--- config.mk ---
export PLATFORM = sky130hd
export DESIGN_NAME = pa_sweep_ctrl
export DESIGN_NICKNAME = d
export VERILOG_FILES = /design/src/rtl/pa_sweep_ctrl.sv
export SDC_FILE = /design/constraint.sdc
export NUM_CORES = 1
export LEC_CHECK = 0
export CORE_MARGIN = 4
export CORE_UTILIZATION = 35
export CTS_CLUSTER_SIZE = 12
export DETAILED_ROUTE_END_ITERATION = 12
export GPL_TIMING_DRIVEN = 0
export PLACE_DENSITY = 0.64
export SLEW_MARGIN = 20
export SYNTH_ARGS = -nofsm -noshare
export SYNTH_HDL_FRONTEND = slang
export SYNTH_SLANG_ARGS = --single-unit
--- constraint.sdc ---
create_clock -name clk -period 4.3 [get_ports clk]
set_clock_uncertainty 0.15 [all_clocks]
set_input_delay 0.43 -clock clk [delete_from_list [all_inputs] [get_ports clk]]
set_output_delay 0.43 -clock clk [all_outputs]
set_load 0.05 [all_outputs]
--- src/rtl/pa_sweep_ctrl.sv ---
`default_nettype none
// ============================================================================
// pa_sweep_ctrl : stepped-FCW chirp sequencer for a pipelined phase accumulator
// Revision 1.0
// ============================================================================
module pa_sweep_ctrl #(
  parameter int W        = 16,
  parameter int DW       = 8,
  parameter int PIPE_LAT = 5
) (
  input  logic          clk,
  input  logic          reset,
  input  logic          start,
  input  logic          abort,
  input  logic [W-1:0]  cfg_start,
  input  logic [W-1:0]  cfg_stop,
  input  logic [W-1:0]  cfg_step,
  input  logic [DW-1:0] cfg_dwell,
  input  logic [W-1:0]  cfg_init,
  input  logic          cfg_repeat,
  input  logic          pa_wen_out,
  output logic [W-1:0]  fcw,
  output logic [W-1:0]  init,
  output logic          pa_reset_n,
  output logic          wen,
  output logic          busy,
  output logic          done,
  output logic          pipe_err
);

  localparam int DCW = $clog2(PIPE_LAT + 1);

  typedef enum logic [1:0] {
    IDLE  = 2'd0,
    LOAD  = 2'd1,
    RUN   = 2'd2,
    DRAIN = 2'd3
  } state_t;

  state_t        state;
  state_t        state_nxt;

  logic [W-1:0]  start_q;
  logic [W-1:0]  stop_q;
  logic [W-1:0]  step_q;
  logic [W-1:0]  init_q;
  logic [DW-1:0] dwell_q;
  logic          repeat_q;

  logic [DW-1:0] dwell_cnt;
  logic [DCW-1:0] drain_cnt;
  logic [DCW-1:0] elapsed;
  logic          pa_rst_q;
  logic          wen_dly;

  logic          dwell_exp;
  logic          sweep_end;
  logic          drain_last;
  logic          clip;
  logic [W:0]    nxt_sum;

  assign dwell_exp  = (dwell_cnt == dwell_q);
  assign nxt_sum    = {1'b0, fcw} + {1'b0, step_q};
  assign sweep_end  = (fcw == stop_q) || (step_q == '0) || (start_q >= stop_q);
  // A carry out means the sum wrapped past the top of the FCW range.
  assign clip       = nxt_sum[W] || (nxt_sum[W-1:0] >= stop_q);
  assign drain_last = (drain_cnt == DCW'(PIPE_LAT - 1));

  always_comb begin
    state_nxt  = state;
    wen        = 1'b0;
    busy       = 1'b1;
    done       = 1'b0;
    pa_reset_n = pa_rst_q;
    case (state)
      IDLE: begin
        busy = 1'b0;
        if (start) state_nxt = LOAD;
      end
      LOAD: begin
        pa_reset_n = 1'b0;
        state_nxt  = abort ? DRAIN : RUN;
      end
      RUN: begin
        wen = 1'b1;
        if (abort || (dwell_exp && sweep_end)) state_nxt = DRAIN;
      end
      DRAIN: begin
        if (drain_last) begin
          done      = 1'b1;
          state_nxt = repeat_q ? LOAD : IDLE;
        end
      end
      default: state_nxt = IDLE;
    endcase
  end

  always_ff @(posedge clk or negedge reset) begin
    if (!reset) begin
      state     <= IDLE;
      start_q   <= '0;
      stop_q    <= '0;
      step_q    <= '0;
      init_q    <= '0;
      dwell_q   <= '0;
      repeat_q  <= 1'b0;
      dwell_cnt <= '0;
      drain_cnt <= '0;
      fcw       <= '0;
      init      <= '0;
      pa_rst_q  <= 1'b0;
    end else begin
      state    <= state_nxt;
      pa_rst_q <= 1'b1;

      if (state == IDLE && start) begin
        start_q  <= cfg_start;
        stop_q   <= cfg_stop;
        step_q   <= cfg_step;
        init_q   <= cfg_init;
        dwell_q  <= (cfg_dwell == '0) ? DW'(1) : cfg_dwell;
        repeat_q <= cfg_repeat;
      end

      if ((state == LOAD || state == RUN) && abort) repeat_q <= 1'b0;

      if (state == LOAD) begin
        fcw       <= start_q;
        init      <= init_q;
        dwell_cnt <= DW'(1);
      end

      if (state == RUN && !abort) begin
        if (!dwell_exp) begin
          dwell_cnt <= dwell_cnt + 1'b1;
        end else if (!sweep_end) begin
          fcw       <= clip ? stop_q : nxt_sum[W-1:0];
          dwell_cnt <= DW'(1);
        end
      end

      if (state == DRAIN && !drain_last) drain_cnt <= drain_cnt + 1'b1;
      else                               drain_cnt <= '0;
    end
  end

  // Delay line of wen, mirroring the accumulator's internal wen pipeline.
  generate
    if (PIPE_LAT > 1) begin : g_sr_multi
      logic [PIPE_LAT-1:0] wen_sr;
      always_ff @(posedge clk or negedge reset) begin
        if (!reset) wen_sr <= '0;
        else        wen_sr <= {wen_sr[PIPE_LAT-2:0], wen};
      end
      assign wen_dly = wen_sr[PIPE_LAT-1];
    end else begin : g_sr_single
      logic wen_sr;
      always_ff @(posedge clk or negedge reset) begin
        if (!reset) wen_sr <= 1'b0;
        else        wen_sr <= wen;
      end
      assign wen_dly = wen_sr;
    end
  endgenerate

  always_ff @(posedge clk or negedge reset) begin
    if (!reset) begin
      elapsed  <= '0;
      pipe_err <= 1'b0;
    end else if (elapsed != DCW'(PIPE_LAT)) begin
      elapsed <= elapsed + 1'b1;
    end else if (pa_wen_out != wen_dly) begin
      pipe_err <= 1'b1;
    end
  end

endmodule
`default_nettype wire

==> results.json, run 1 <==
{
  "clockBufferDepth": 2,
  "drive_gt1_frac": 0.189,
  "tritoncts": "yes",
  "cts_sinks": 128,
  "syn_avg_cell_area_sq_um": 11.8,
  "stdcell_area_sq_um": 9280,
  "netlist_instances": 600,
  "r2r_start": "fcw[0]",
  "grt_pass1_wl_um": 28100,
  "final_nets": 875,
  "synth_seq_cells": 128,
  "final_antenna_net_count": 0,
  "grt_usage": 0.162,
  "timing.hold.ws_ps": 196,
  "firstDrtPassIters": 4,
  "die_h_um": 150,
  "slew_viol_final": 0,
  "grt_antenna_before_repair": 0,
  "placed_cells": 980,
  "hold_class": "flip-flop to flip-flop",
  "gp_congestion": 0.858,
  "hold_path.startpoint": "g_sr_multi.wen_sr[1]",
  "synth_edf_count": 0,
  "required_ps": 4450,
  "syn_to_final_growth_pct": 31.0,
  "worstRegToRegCells": 15,
  "io_buffers": 114,
  "core_sq_um": 19700,
  "fmax_ghz": 0.243,
  "num_rows": 51,
  "drc_errors": 0,
  "n_antenna_cell": 0,
  "crit_fanout": 10,
  "fin_crit_ps": 4120,
  "endpoint_kind": "flip-flop",
  "grt_pass1_vias": 5296,
  "synth_area_sq_um": 7090,
  "finalCritPeriodShare": 0.958,
  "clkTransAtPathRegs_ps": 60,
  "tightest_slew_ps": 902,
  "fp.dieW_um": 150,
  "clock_latency_ps": 420,
  "setup_viol": 0,
  "io_pins": 115,
  "worstPathArrival_ps": 4270,
  "vias": 5059,
  "ys.flop_type": "dfrtp_1",
  "fin_cells": 1016,
  "max_cap_violations": 0,
  "relSlewSlack": 0.399,
  "numCtsBuffers": 17,
  "htreeDepth": 4,
  "grt_max_degree": 66,
  "start_kind": "flip-flop",
  "yosysUniqueCellTypes": 55,
  "placedInstanceArea_sq_um": 8590,
  "yosysSeqAreaShare": 0.452,
  "cp-startpoint": "fcw[0]",
  "fillCellCount": 1826,
  "syn_nets": 737,
  "synth_warnings": 0,
  "die-area_sq_um": 22600,
  "dpl.hpwl_um": 13200,
  "vias_per_cell": 4.98,
  "status": "finished clean",
  "ys_async_sr_fraction": 1.00,
  "avgRoutedWirePerCell_um": 17.1,
  "final-seq-area_sq_um": 3200,
  "hold_viol": 0,
  "start_util": 0.360,
  "multi_input_area_sq_um": 3720,
  "cts_root_buffer": "clkbuf_16",
  "min_path_cells": 0,
  "wirelength_um": 17400,
  "criticalPathCategory": "flip-flop to flip-flop",
  "grt_overflow_total": 0,
  "drt_iter0_drc": 257
}
path summary, 6_finish.rpt:
kind	end	slack (ps)
max	fcw[8]	180
min	g_sr_multi.wen_sr[2]	200
max reg2reg	fcw[8]	180
min reg2reg	g_sr_multi.wen_sr[2]	200
max in group asynchronous	fcw[3]	2930
min in group asynchronous	dwell_q[3]	400
synthesized netlist by cell type, types with 6 or more instances:
cell type,instances,share of area
nor2_1,18,0.0095
xor2_1,29,0.036
o21ai_0,18,0.013
clkbuf_1,12,0.0064
nor4_1,12,0.011
xnor2_1,11,0.014
mux2i_1,51,0.072
nand4_1,8,0.0071
mux2_2,89,0.14
nand2_1,24,0.013
nand3_1,9,0.0064
a21oi_1,23,0.016
nor3_1,6,0.0042
dfrtp_1,128,0.45
ha_1,58,0.10
inv_1,32,0.017
sequential cells by signal, summed over array words and instances (netlist names):
signal,cells
step_q,16
init_q,16
pa_rst_q,1
pipe_err,1
init,16
start_q,16
fcw,16
repeat_q,1
stop_q,16
elapsed,3
g_sr_multi.wen_sr,5
state,2
dwell_q,8
drain_cnt,3
dwell_cnt,8
stage by stage:
stage / utilization / setup WS, ps / setup TNS, ps
3_3_place_gp: 0.434 / -2570 / -328290
5_1_grt: 0.471 / -25.4 / -63.0
2_1_floorplan: - / 193 / 0
6_report: 0.471 / 182 / 0
4_1_cts: 0.468 / 36.3 / 0
3_5_place_dp: 0.436 / -102 / -844
layout make-up:
class	instances	area share
inverter	32	0.0129
clock buffer	22	0.0511
timing repair buffer	119	0.130
multi-input combinational	422	0.401
buffer	18	0.0101
tap	265	0.0357
sequential	128	0.345
clock inverter	10	0.0144
worst max-delay path: stages, from the launching register on:
cell and delay [ps]:
dfrtp_1 440, ha_1 270, fa_1 450, a211oi_2 300, o211ai_2 170, a31o_2 270
a21oi_1 160, xnor2_1 230, ha_1 320, nand4_1 160, a2111oi_4 70, a2111oi_4 360
nand3_4 150, buf_12 180, mux2i_1 190, mux2i_1 110
metal layers:
metal,routed length [um],up-vias,part of all wire,track usage
met5,0,-,0,0
met4,252,0,0.014,0.0508
met3,803,23,0.046,0.0443
met2,8090,112,0.46,0.251
met1,8260,2483,0.47,0.219
li1,-,2441,-,-
kinds of logic (layout without fill, tap and decap cells):
logic type,Yosys count,count (layout),synth area share
AO/OA/AOI/OAI,78,78,0.0708
XOR/XNOR,40,40,0.0494
adder cells (fa/ha/maj),59,59,0.105
buffers and inverters,50,201,0.0302
flip-flops,128,128,0.452
multiplexers,140,140,0.213
other,1,1,0.000529
AND/OR/NAND/NOR,104,104,0.0787
timing repair:
| item | 4_1_cts | 5_1_grt |
|---|---|---|
| resized for setup | 2 | 5 |
| endpoints found under the setup margin | 10 | 16 |
| cloned | 0 | 0 |
| hold buffers | 1 | 0 |
| setup buffers | 0 | 3 |
| pin swaps | 1 | 2 |
| hold endpoints to repair | 64 | 0 |
layout by cell type (no fill, tap or decap), types with 5 or more instances in the layout:
cell type / Yosys / layout
clkbuf_1: 12 / 14
mux2_2: 89 / 89
xnor2_1: 11 / 11
ha_1: 58 / 58
nor3_1: 6 / 6
o21ai_0: 18 / 18
nand4_1: 8 / 8
inv_1: 32 / 32
a21oi_1: 23 / 23
mux2i_1: 51 / 51
nand2_1: 24 / 24
clkbuf_16: 0 / 17
nor2_1: 18 / 18
nand3_1: 9 / 9
buf_4: 2 / 5
dfrtp_1: 128 / 128
nor4_1: 12 / 12
clkdlybuf4s50_1: 0 / 113
xor2_1: 29 / 29
and3_1: 5 / 5
Power of run 1 is not shown: default switching activity piles up to over one toggle a cycle in this logic, so the estimate is an artifact.
==> inputs of run 2 (changes only) <==
--- a/config.mk
+++ b/config.mk
@@ -5,12 +5,15 @@
 export SDC_FILE = /design/constraint.sdc
 export NUM_CORES = 1
 export LEC_CHECK = 0
+export CELL_PAD_IN_SITES_DETAIL_PLACEMENT = 1
+export CELL_PAD_IN_SITES_GLOBAL_PLACEMENT = 1
 export CORE_MARGIN = 4
 export CORE_UTILIZATION = 35
 export CTS_CLUSTER_SIZE = 12
 export DETAILED_ROUTE_END_ITERATION = 12
 export GPL_TIMING_DRIVEN = 0
-export PLACE_DENSITY = 0.64
+export HOLD_SLACK_MARGIN = 0.12
+export PLACE_DENSITY = 0.76
 export SLEW_MARGIN = 20
 export SYNTH_ARGS = -nofsm -noshare
 export SYNTH_HDL_FRONTEND = slang
==> run 2 against run 1 <==
Sequential share of layout area is 0.43 points lower. Routed wire length is 19% higher. Register-to-register slack worse by 80 ps. Critical path type unchanged.
==> results.json, run 2 (same netlist as run 1, synthesis figures left out) <==
{
  "drt_iter0_drc": 170,
  "cts_sinks": 128,
  "final_antenna_net_count": 0,
  "criticalPathCategory": "flip-flop to flip-flop",
  "utilization": 0.477,
  "fin_crit_ps": 4200,
  "start_kind": "flip-flop",
  "max_cap_violations": 0,
  "required_ps": 4460,
  "final_nets": 885,
  "num_rows": 51,
  "crit-reg2reg-capture": "fcw[1]",
  "start_util": 0.360,
  "worstRegToRegCells": 16,
  "vias_per_cell": 5.13,
  "finalSetupTns_ps": 0,
  "vias": 5260,
  "crit_fanout": 6,
  "critPathSlowestCell": "a2111oi_4",
  "most-common-layout-cells": "dfrtp_1 (126), clkdlybuf4s50_1 (113), mux2_2 (89)",
  "wirelength_um": 20800,
  "hold_path.startpoint": "g_sr_multi.wen_sr[0]",
  "r2r_start": "fcw[0]",
  "grt_overflow_total": 0,
  "dpl.hpwl_um": 15700,
  "core_sq_um": 19700,
  "clkTransAtPathRegs_ps": 60,
  "clockBufferDepth": 2,
  "final_common_cell": "dfrtp_1",
  "syn_to_final_growth_pct": 32.7,
  "grt_max_degree": 77,
  "io_pins": 115,
  "setup_viol": 0,
  "worstPathArrival_ps": 4360,
  "cts_root_buffer": "clkbuf_16",
  "relSlewSlack": 0.404,
  "fillCellCount": 2050,
  "slew_viol_final": 0,
  "avgRoutedWirePerCell_um": 20.2,
  "hold_viol": 0,
  "n_antenna_cell": 0,
  "finalCritPeriodShare": 0.977,
  "fp.dieW_um": 150,
  "grt_usage": 0.188,
  "tightest_slew_ps": 894,
  "slowest_delay_ps": 490,
  "min_path_cells": 0,
  "io_buffers": 114,
  "clock_latency_ps": 430,
  "drc_errors": 0,
  "htreeDepth": 4,
  "holdPathEnd": "g_sr_multi.wen_sr[1]",
  "status": "finished clean",
  "gp_congestion": 0.893,
  "grt_antenna_before_repair": 0,
  "die_h_um": 150,
  "r2r_slack_ps": 100,
  "numCtsBuffers": 17,
  "fmax_ghz": 0.238,
  "grt_pass1_vias": 5978,
  "die-area_sq_um": 22600,
  "tritoncts": "yes",
  "hold_class": "flip-flop to flip-flop",
  "firstDrtPassIters": 4,
  "endpoint_kind": "flip-flop",
  "crit_top_cell": "buf_4",
  "grt_pass1_wl_um": 32700,
  "cp-startpoint": "fcw[0]",
  "path_cells": "ha_4 -> fa_2 -> a211oi_4 -> o211ai_2 -> a31oi_2 -> buf_4 -> o21bai_1 -> xor2_1 -> ha_1 -> nand4_1 -> a2111oi_2 -> a2111oi_4 -> nand3_4 -> buf_4 -> mux2i_2 -> mux2i_1",
  "drive_gt1_frac": 0.212
}
run 2: area by class of cell:
type / instances / area (sq um) / share of cell area
inverters: 32 / 120 / 0.0128
clock buffers: 18 / 439 / 0.0467
plain buffers: 18 / 93.8 / 0.00997
repair buffers: 129 / 1290 / 0.138
multi-input cells: 422 / 3740 / 0.398
well taps: 265 / 332 / 0.0352
flip-flops and latches: 128 / 3210 / 0.341
clock inverters: 14 / 178 / 0.0189
run 2: worst max-delay path: cells and delay by family, from the launching register on:
kind	cells	cell delay, ps
and+or+nand+nor	2	410
AOI/OAI and AO/OA	6	1370
muxes	2	280
adders and majority gates	3	850
xor gates and xnor gates	1	240
buffers and inverters	2	350
DFF	1	450
run 2: timing repair:
action / CTS / global route
setup endpoints to repair: 16 / 16
gates cloned: 0 / 1
gates resized for setup: 4 / 12
pin swaps: 4 / 11
endpoints found under the hold margin: 52 / 0
hold buffers: 1 / 0
setup buffers: 5 / 7
run 2: how the worst max path moves through the flow:
stage / to
2_1_floorplan: fcw[14]
3_3_place_gp: fcw[6]
4_1_cts: fcw[2]
3_5_place_dp: fcw[8]
6_report: fcw[1]
5_1_grt: fcw[8]
run 2: layer usage:
layer | wire [um] | global-route usage | part of all wire
met1 | 8770 | 0.234 | 0.42
met2 | 10700 | 0.324 | 0.52
met3 | 669 | 0.0391 | 0.032
met4 | 572 | 0.0640 | 0.028
met5 | 0 | 0 | 0
run 2: stage by stage:
| step | instance area, sq um | instances | worst slack (ps) | hold slack [ps] |
|---|---|---|---|---|
| 2_1_floorplan | 7090 | 600 | 193 | -15.6 |
| 3_3_place_gp | 8560 | 979 | -2280 | 183 |
| 3_5_place_dp | 8590 | 980 | -350 | 186 |
| 4_1_cts | 9280 | 1018 | 12.7 | 200 |
| 5_1_grt | 9410 | 1026 | -126 | 205 |
| 6_report | 9410 | 1026 | 99.3 | 197 |
Power of run 2 is left out for the same reason.
